==> src/rtl/adder_share_arb_pkg.sv <==
// Shared types and defaults for the shared-adder arbiter.
// Holds the FSM encoding and default datapath widths.
package adder_share_pkg;

    localparam logic [1:0] ST_IDLE = 2'd0;
    localparam logic [1:0] ST_CALC = 2'd1;
    localparam logic [1:0] ST_RESP = 2'd2;

    localparam int W    = 16;
    localparam int NREQ = 4;

    typedef enum logic [1:0] {
        IDLE = ST_IDLE,
        CALC = ST_CALC,
        RESP = ST_RESP
    } state_t;

endpackage

==> src/rtl/adder_share_arb_if.sv <==
// Requester operand and response handshake bundle.
// Master drives operands and response ready; slave is the arbiter.
interface adder_share_arb_if #(
    parameter int NREQ = 4,
    parameter int IDW  = 2,
    parameter int W    = 16
);

    logic [NREQ-1:0]   req_valid;
    logic [NREQ-1:0]   req_ready;
    logic [NREQ*W-1:0] req_a;
    logic [NREQ*W-1:0] req_b;
    logic              rsp_valid;
    logic              rsp_ready;
    logic [W-1:0]      rsp_q;
    logic [IDW-1:0]    rsp_id;

    modport master (
        output req_valid, req_a, req_b, rsp_ready,
        input  req_ready, rsp_valid, rsp_q, rsp_id
    );

    modport slave (
        input  req_valid, req_a, req_b, rsp_ready,
        output req_ready, rsp_valid, rsp_q, rsp_id
    );

endinterface

==> src/rtl/adder_share_arb_add16.sv <==
// The shared 16-bit modulo adder.
// No carry in; carry out of the top bit is dropped.
module add16 (
    input  logic [15:0] a,
    input  logic [15:0] b,
    output logic [15:0] s
);

    assign s = a + b;

endmodule

==> src/rtl/adder_share_arb_rr_arbiter.sv <==
// Combinational round-robin arbiter.
// Search starts at ptr and wraps; NREQ must be a power of two.
module rr_arbiter #(
    parameter int NREQ = 4,
    parameter int IDW  = 2
) (
    input  logic [NREQ-1:0] req,
    input  logic [IDW-1:0]  ptr,
    input  logic            en,
    output logic [NREQ-1:0] gnt,
    output logic [IDW-1:0]  gnt_idx,
    output logic            gnt_any
);

    logic [IDW-1:0] idx;
    logic           found;

    // Scan from farthest to nearest so the closest requester to ptr wins
    always_comb begin
        idx     = '0;
        found   = 1'b0;
        gnt_idx = '0;
        for (int k = NREQ - 1; k >= 0; k--) begin
            idx = ptr + IDW'(k);
            if (req[idx]) begin
                gnt_idx = idx;
                found   = 1'b1;
            end
        end
        gnt_any = en & found;
        gnt     = '0;
        if (gnt_any) gnt[gnt_idx] = 1'b1;
    end

endmodule

==> src/rtl/adder_share_arb.sv <==
// Round-robin sharing of one adder among NREQ requesters.
// Accept -> CALC (registered add) -> RESP, with back-to-back accept.
module adder_share_arb
    import adder_share_pkg::*;
#(
    parameter int NREQ = 4,
    parameter int IDW  = 2,
    parameter int W    = 16
) (
    input  logic             clk,
    input  logic             rst_n,
    adder_share_arb_if.slave bus,
    output logic             busy,
    output logic [15:0]      done_cnt
);

    state_t         state;
    logic [IDW-1:0] ptr;
    logic [IDW-1:0] op_id;
    logic [W-1:0]   op_a;
    logic [W-1:0]   op_b;
    logic [W-1:0]   sel_a;
    logic [W-1:0]   sel_b;
    logic [W-1:0]   sum;
    logic [NREQ-1:0] gnt;
    logic [IDW-1:0] gnt_idx;
    logic           gnt_any;
    logic           accept_en;

    assign accept_en = (state == IDLE) |
                       ((state == RESP) & bus.rsp_ready);

    rr_arbiter #(
        .NREQ (NREQ),
        .IDW  (IDW)
    ) u_arb (
        .req     (bus.req_valid),
        .ptr     (ptr),
        .en      (accept_en),
        .gnt     (gnt),
        .gnt_idx (gnt_idx),
        .gnt_any (gnt_any)
    );

    assign bus.req_ready = rst_n ? gnt : '0;
    assign sel_a = bus.req_a[gnt_idx*W +: W];
    assign sel_b = bus.req_b[gnt_idx*W +: W];
    assign busy  = (state != IDLE);

    add16 u_add (
        .a (op_a),
        .b (op_b),
        .s (sum)
    );

    // Operand capture, pointer update and the IDLE/CALC/RESP sequencer
    always_ff @(posedge clk or negedge rst_n) begin
        if (!rst_n) begin
            state         <= IDLE;
            ptr           <= '0;
            op_a          <= '0;
            op_b          <= '0;
            op_id         <= '0;
            bus.rsp_valid <= 1'b0;
            bus.rsp_q     <= '0;
            bus.rsp_id    <= '0;
            done_cnt      <= '0;
        end else begin
            if (gnt_any) begin
                op_a  <= sel_a;
                op_b  <= sel_b;
                op_id <= gnt_idx;
                ptr   <= gnt_idx + 1'b1;
            end
            unique case (state)
                IDLE: begin
                    if (gnt_any) state <= CALC;
                end
                CALC: begin
                    bus.rsp_q     <= sum;
                    bus.rsp_id    <= op_id;
                    bus.rsp_valid <= 1'b1;
                    state         <= RESP;
                end
                RESP: begin
                    if (bus.rsp_ready) begin
                        done_cnt      <= done_cnt + 16'd1;
                        bus.rsp_valid <= 1'b0;
                        state         <= gnt_any ? CALC : IDLE;
                    end
                end
                default: state <= IDLE;
            endcase
        end
    end

endmodule

==> src/flat_wrapper.sv <==
// flat-port wrapper written by rule: the top's interface ports become plain ports
module adder_share_arb_flat import adder_share_pkg::*;
#(
    parameter int NREQ = 4,
    parameter int IDW  = 2,
    parameter int W    = 16
)
  (clk, rst_n, busy, done_cnt, bus_req_valid, bus_req_a, bus_req_b, bus_rsp_ready, bus_req_ready, bus_rsp_valid, bus_rsp_q, bus_rsp_id);
  adder_share_arb_if #(.NREQ(NREQ), .IDW(IDW), .W(W)) bus_i ();
  input  logic clk;
  input  logic rst_n;
  output logic busy;
  output logic [15:0] done_cnt;
  input wire logic [$bits(bus_i.req_valid)-1:0] bus_req_valid;
  input wire logic [$bits(bus_i.req_a)-1:0] bus_req_a;
  input wire logic [$bits(bus_i.req_b)-1:0] bus_req_b;
  input wire logic [$bits(bus_i.rsp_ready)-1:0] bus_rsp_ready;
  output wire logic [$bits(bus_i.req_ready)-1:0] bus_req_ready;
  output wire logic [$bits(bus_i.rsp_valid)-1:0] bus_rsp_valid;
  output wire logic [$bits(bus_i.rsp_q)-1:0] bus_rsp_q;
  output wire logic [$bits(bus_i.rsp_id)-1:0] bus_rsp_id;
  assign bus_i.req_valid = bus_req_valid;
  assign bus_i.req_a = bus_req_a;
  assign bus_i.req_b = bus_req_b;
  assign bus_i.rsp_ready = bus_rsp_ready;
  assign bus_req_ready = bus_i.req_ready;
  assign bus_rsp_valid = bus_i.rsp_valid;
  assign bus_rsp_q = bus_i.rsp_q;
  assign bus_rsp_id = bus_i.rsp_id;
  adder_share_arb #(.NREQ(NREQ), .IDW(IDW), .W(W)) u_core (.clk(clk), .rst_n(rst_n), .bus(bus_i), .busy(busy), .done_cnt(done_cnt));
endmodule
==> config.mk <==
export PLATFORM = sky130hd
export DESIGN_NAME = adder_share_arb_flat
export DESIGN_NICKNAME = d
export VERILOG_FILES = /design/src/rtl/adder_share_arb_pkg.sv /design/src/rtl/adder_share_arb_if.sv /design/src/rtl/adder_share_arb_add16.sv /design/src/rtl/adder_share_arb_rr_arbiter.sv /design/src/rtl/adder_share_arb.sv /design/src/flat_wrapper.sv
export SDC_FILE = /design/constraint.sdc
export NUM_CORES = 1
export LEC_CHECK = 0
export CAP_MARGIN = 0
export CORE_MARGIN = 3
export CORE_UTILIZATION = 44
export DETAILED_ROUTE_END_ITERATION = 10
export GPL_TIMING_DRIVEN = 0
export PLACE_DENSITY = 0.81
export SLEW_MARGIN = 10
export SYNTH_ARGS = -nofsm -noshare
export SYNTH_HDL_FRONTEND = slang
export SYNTH_SLANG_ARGS = --single-unit
export TNS_END_PERCENT = 1
==> constraint.sdc <==
create_clock -name clk -period 3.15 [get_ports clk]
set_clock_uncertainty 0.15 [all_clocks]
set_input_delay 0.315 -clock clk [delete_from_list [all_inputs] [get_ports clk]]
set_output_delay 0.315 -clock clk [all_outputs]
set_load 0.03 [all_outputs]
==> impl_results.md, run 1 <==
- Share of cells above drive strength 1: under 10%
- Rows: 36
- Layout net count: 784
- Setup CP Type: register to output port
- Worst Path Required: 2.68 ns
- First-pass GRT wire length: 21000 um
- Vias/cell: approximately 5.4
- Final wirelength: 12600 um
- Root Driver: clkbuf_8
- Critical Path AT: 2.44 ns
- Vias in the first global route: 4341
- Fin. Hold Viols: 0
- CTS Buf Count: 9
- DRC: 0
- Synth Warn #: 0
- Synthesized net count: 597
- CTS HTree Levels: 3
- I/O Pins: 175
- All-Layer GR Usage: 23.0%
- Post-synthesis mux area share: between 15 and 20%
- CP max FO: 10
- Ys flop type: dfrtp_1
- Final core utilization: between 60% and 70%
- XOR/XNOR Fraction of Synth Area: 5.28%
- Routed len/inst: 16.4 um
- DR vias: between 4000 and 5000
- Die extent in y: roughly 110 um
- Initial antenna violation count: 0
- Synth Area in Compound Gates: 15.7%
- Slew HR: between 60% and 70%
- Status: complete, no violations
- Clk sinks: between 70 and 80
- CTS tree: done
- Hold Path Class: primary input to asynchronous set/reset pin
- Synth async-reset ratio: 100%
- Gp weighted congestion: 0.850
- Total gr overflow: 0
- Number of diodes: 0
- Startpoint Class: register
- RSZ-0062 raised after global routing: no
- Syn avg cell area: 10.1 um2
- PD cells: 905 nW/um2
- Largest family of logic cells by synthesized area: compound AO/OA/AOI/OAI gates
- Worst-case clock buffer depth: 2
- Post-synthesis sequential area ratio: between 40% and 50%
- Pre-antenna DRT Iters: 5
- Crit. End Element: output port
- Total core area: 9820 um2
- Maximum vdd drop: 381 uV
- Place WS: 0.0387 ns
- Final setup margin: 0.249 ns
- Max-cap violations: 0
- Worst-Skew Late Latency: 0.35 ns
- Largest net degree at the start of global routing: 39
- Clk slew on worst S/H paths: 0.07 ns
- Die X: 107 um
- Initial DRC Count: 231
- Fin crit share: ~90%
- Synth Register Bits: 73
- Final setup violation count: 0
- Final min period: 2.90 ns
- Adder-cell share of the synthesized area: 4.92%
- Die ar.: 11400 um2
- Synth-to-layout area growth: 46.8%
- P_leak: 2.94 nW
- Post-DP HPWL: 10300 um
- Initial core utilization: 45.6%
- IO buf count: 174
- Post-synthesis simple-gate area fraction: 14.4%
- Post-DRT Antenna Nets: 0
- R2r worst-path depth: 7
- Instance count of the mapped netlist: ~450
- EDFF count, synth: 0
- FMAX: 345 MHz
- Post-synth design cell area: 4480 um2
- Slew of the pin with the lowest slew margin: between 0.5 and 0.6 ns
- Unique masters post-synth: 57
- Max Transition Viols Final: 0
==> cells in the mapped netlist (3+ instances only) <==
cell type,n,area share [%]
xnor2_1,17,3.3
nor2b_1,4,0.56
nor3b_1,3,0.50
nand4_1,4,0.56
inv_1,4,0.34
buf_2,8,0.89
o21ai_0,21,2.3
buf_1,4,0.34
dfrtp_1,73,41
a21o_1,8,1.3
nor2_1,11,0.92
clkbuf_1,7,0.59
o221ai_1,32,6.3
nand3_1,15,1.7
buf_6,5,1.3
xor2_1,10,2.0
ha_1,16,4.5
o211ai_1,3,0.50
nor3_1,4,0.45
a21oi_1,10,1.1
and3_1,6,0.84
mux2i_1,67,15
nand2_1,71,6.0
nand2b_1,5,0.70
==> logic make-up after synthesis <==
group / count (synthesis)
DFF: 73
xor gates and xnor gates: 27
buffers and inverters: 30
AOI/OAI and AO/OA: 94
adders and majority gates: 17
muxes: 68
and+or+nand+nor: 136
==> power by group <==
part | internal, mW | leakage, nW | switching [mW]
sequential | 1.34 | 0.913 | 0.281
clock | 0.301 | 0.0822 | 0.341
combinational | 1.62 | 1.94 | 2.06
==> cells in the final DEF, fill, tap and decap left out, types with 6 or more instances in the layout <==
master / n
clkdlybuf4s50_1: 171
dfrtp_1: 73
nand2_1: 71
mux2i_1: 67
o221ai_1: 32
o21ai_0: 21
xnor2_1: 17
ha_1: 16
nand3_1: 15
nor2_1: 11
a21oi_1: 10
xor2_1: 10
clkbuf_8: 10
clkbuf_1: 9
buf_2: 8
a21o_1: 8
and3_1: 6
==> timing repair <==
action / CTS / global route
endpoints found under the hold margin: 35 / 0
gates resized for setup: 2 / 0
hold buffers: 1 / 0
setup endpoints to repair: 2 / 0
buffers inserted: 0 / 0
==> layout make-up <==
cell class / count / area [um2]
clock inverters: 3 / 17.5
multi-input cells: 342 / 2490
flip-flops and latches: 73 / 1830
inverters: 4 / 15.0
repair buffers: 176 / 1770
plain buffers: 26 / 150
clock buffers: 12 / 145
well taps: 133 / 166
fillers: 849 / 3250
==> per-stage QoR <==
stage                     power [mW]  hold slack [ns]  TNS [ns]  area [um2]  std cells
final                           5.95            0.321         0        6570        769
after CTS                       5.95            0.331         0        6570        769
after detailed placement        5.29            0.155         0        6400        753
after global placement          5.19            0.304    -63.92        6390        752
after global routing            6.43            0.348         0        6570        769
after floorplan                 4.14           -0.131         0        4480        445
==> final timing paths <==
kind	startpoint	slack, ns	endpoint
worst max-delay path	u_core.ptr[1]	0.25	bus_req_ready[2]
worst min-delay path	rst_n	0.32	u_core.done_cnt[4]
worst max register to register	u_core.op_b[0]	0.56	u_core.bus.rsp_q[14]
worst min register to register	u_core.bus.rsp_q[1]	0.33	u_core.bus.rsp_q[1]
max in group asynchronous	rst_n	1.96	u_core.op_a[0]
min in group clk	u_core.bus.rsp_q[1]	0.33	u_core.bus.rsp_q[1]
==> worst max-delay path, cell delays in order, from the launching register on <==
cell and delay (ns):
dfrtp_1 0.32, buf_2 0.18, mux2i_1 0.25, a2bb2oi_2 0.10
o21ai_2 0.10, buf_6 0.21, buf_4 0.25, nand3_1 0.13
nor2_1 0.13, dlygate4sd2_1 0.41
==> flip-flops by register name (all words and copies together), names as in the netlist <==
name,cells
u_core.bus.rsp_q,16
u_core.done_cnt,16
u_core.op_a,16
u_core.op_b,16
u_core.bus.rsp_id,2
u_core.op_id,2
u_core.ptr,2
u_core.state,2
u_core.bus.rsp_valid,1
==> routing by layer <==
metal,GRT usage [%],share of wire (%),vias to the layer above
li1,-,-,2020
met1,29.8,42,1946
met2,38.9,49,173
met3,4.46,6.4,20
met4,6.76,2.1,0
met5,0,0,-
Note: power is estimated with default switching activity, not from simulation.
==> run 2, diff against run 1 <==
--- a/config.mk
+++ b/config.mk
@@ -10,6 +10,7 @@
 export CORE_UTILIZATION = 44
 export DETAILED_ROUTE_END_ITERATION = 10
 export GPL_TIMING_DRIVEN = 0
+export MAX_ROUTING_LAYER = met4
 export PLACE_DENSITY = 0.81
 export SLEW_MARGIN = 10
 export SYNTH_ARGS = -nofsm -noshare
==> constraint.sdc (replaced) <==
create_clock -name clk -period 2.71 [get_ports clk]
set_clock_uncertainty 0.15 [all_clocks]
set_input_delay 0.271 -clock clk [delete_from_list [all_inputs] [get_ports clk]]
set_output_delay 0.271 -clock clk [all_outputs]
set_load 0.03 [all_outputs]
==> run 2 against run 1 <==
Against the previous run:
- global-route usage increased by 0.58 points
- design area grew 0.19%
- die area did not move
- cell count rose by 0.26%
- flip-flop and latch count unchanged
- utilization is 0.13 points higher
- count of clock-buffer cells in the layout unchanged
- sequential power is 17% higher
- first-iteration DRC count fell by 24%
- sequential share of layout area down 0.053 points
- clock power grew 17%
==> impl_results.md, run 2 (same netlist as run 1, synthesis figures left out) <==
- Status: complete, no violations
- CTS Buf Count: 9
- All-Layer GR Usage: 23.5%
- Commonest non-fill, non-tap cell in the layout: clkdlybuf4s50_1
- Fin crit share: approximately 95%
- CTS HTree Levels: 3
- DRC: 0
- PD cells: 1050 nW/um2
- Rows: 36
- RSZ-0062 raised after global routing: no
- Die ar.: 11400 um2
- Final setup violation count: 0
- Final wirelength: 12600 um
- Slew of the pin with the lowest slew margin: 0.550 ns
- Synth-to-layout area growth: 47.1%
- CTS tree: done
- Initial antenna violation count: 0
- R2r worst-path depth: 7
- Worst-Skew Late Latency: 0.35 ns
- Critical Path AT: 2.71 ns
- FMAX: roughly 400 MHz
- Pre-antenna DRT Iters: 4
- Share of cells above drive strength 1: ~7.4%
- Total gr overflow: 0
- Die X: 107 um
- Die extent in y: 107 um
- Total core area: 9820 um2
- Clk slew on worst S/H paths: 0.07 ns
- Reg-to-reg startpoint: u_core.op_b[0]
- IO buf count: 174
- Filler Cells Inserted: roughly 840
- Gp weighted congestion: around 0.86
- Clk sinks: between 70 and 80
- Max Transition Viols Final: 0
- Post-DP HPWL: around 10000 um
- Hold WS: 0.277 ns
- Fin. Hold Viols: 0
- Max-cap violations: 0
- Maximum vdd drop: 410 uV
- Layout net count: 786
- Startpoint Class: register
- Setup CP Type: register to register
- Vias/cell: approximately 5.4
- Largest net degree at the start of global routing: 39
- I/O Pins: between 150 and 200
- Routed len/inst: between 15 and 20 um
- CP max FO: 5
- DR vias: 4134
- FF/Latch Area: 1830 um2
- Initial DRC Count: 175
- Final min period: 2.57 ns
- CP startpoint: u_core.op_b[0]
- Crit. End Element: register
- Slew HR: a little under two thirds
- First-pass GRT wire length: 20900 um
- Initial core utilization: 45.6%
- Hold Path Class: primary input to asynchronous set/reset pin
- Area of the multi-input gates: 2490 um2
- Root Driver: clkbuf_8
- P_leak: 2.95 nW
- Number of diodes: 0
- Worst Path Required: 2.85 ns
- Post-DRT Antenna Nets: 0
- PnR Total Power: 6.94 mW
- Most frequent cells in the layout: 169 x clkdlybuf4s50_1, 73 x dfrtp_1, 71 x nand2_1
- Vias in the first global route: 4344
- Worst-case clock buffer depth: 2
[run 2: cell count changes in the layout (fill, tap and decap cells not counted)]
cell,delta
buf_4,+1
clkdlybuf4s50_1,-2
mux2i_2,+1
mux2i_1,-1
buf_2,+2
buf_6,+1
[run 2: final cells by class]
cell class / count / share of cell area (%)
inverters: 4 / 0.228
clock buffers: 12 / 2.20
multi-input cells: 342 / 37.8
flip-flops and latches: 73 / 27.7
well taps: 133 / 2.53
clock inverters: 3 / 0.266
plain buffers: 26 / 2.34
repair buffers: 178 / 26.9
[run 2: repair_timing]
item / in CTS / in global routing
setup endpoints to repair: 4 / 2
hold buffers: 1 / 0
endpoints found under the hold margin: 35 / 0
setup buffers: 0 / 2
cloned: 0 / 0
resized for setup: 11 / 3
[run 2: per-layer routing]
metal	routed length, um	track usage (%)	vias up
met3	797	4.03	21
met5	0	-	-
met4	268	6.76	0
met1	5340	29.9	1925
li1	-	-	2025
met2	6220	38.9	163
[run 2: final timing paths]
| check | endpoint | slack [ns] |
|---|---|---|
| setup / recovery | u_core.bus.rsp_q[14] | 0.14 |
| hold / removal | u_core.done_cnt[4] | 0.28 |
| setup reg to reg | u_core.bus.rsp_q[14] | 0.14 |
| hold reg to reg | u_core.bus.rsp_q[1] | 0.33 |
| max in group asynchronous | u_core.op_a[0] | 1.56 |
| min in group clk | u_core.bus.rsp_q[1] | 0.33 |
[run 2: power by group]
group / switching [mW] / total [mW] / leakage [nW] / internal, mW
logic: 2.40 / 4.30 / 1.96 / 1.90
registers: 0.327 / 1.89 / 0.913 / 1.56
clock network: 0.399 / 0.749 / 0.0822 / 0.350
total: 3.13 / 6.94 / 2.95 / 3.81
[run 2: per-stage QoR]
step           cells  area [um2]  utilization, %  worst slack (ns)  TNS (ns)
5_1_grt          771        6590            67.1            0.0172         0
6_report         771        6590            67.1             0.142         0
4_1_cts          769        6570            66.9           0.00752         0
2_1_floorplan    445        4480               -             0.397         0
3_3_place_gp     752        6390            65.0             -2.03    -94.24
3_5_place_dp     753        6400            65.2            -0.313    -0.756
[run 2: worst max-delay path: stages (launching register included)]
cell and delay (ns):
dfrtp_1 0.40, ha_1 0.25, fa_1 0.42, a21o_1 0.23, a221oi_2 0.46, nor4_1 0.12
or4_1 0.40, nand3_1 0.09
==> run 3, diff against run 2 <==
--- a/config.mk
+++ b/config.mk
@@ -5,7 +5,7 @@
 export SDC_FILE = /design/constraint.sdc
 export NUM_CORES = 1
 export LEC_CHECK = 0
-export CAP_MARGIN = 0
+export CAP_MARGIN = 20
 export CORE_MARGIN = 3
 export CORE_UTILIZATION = 44
 export DETAILED_ROUTE_END_ITERATION = 10
==> results of run 3 <==
No change in the layout: final DEF, timing and power equal those of run 2.
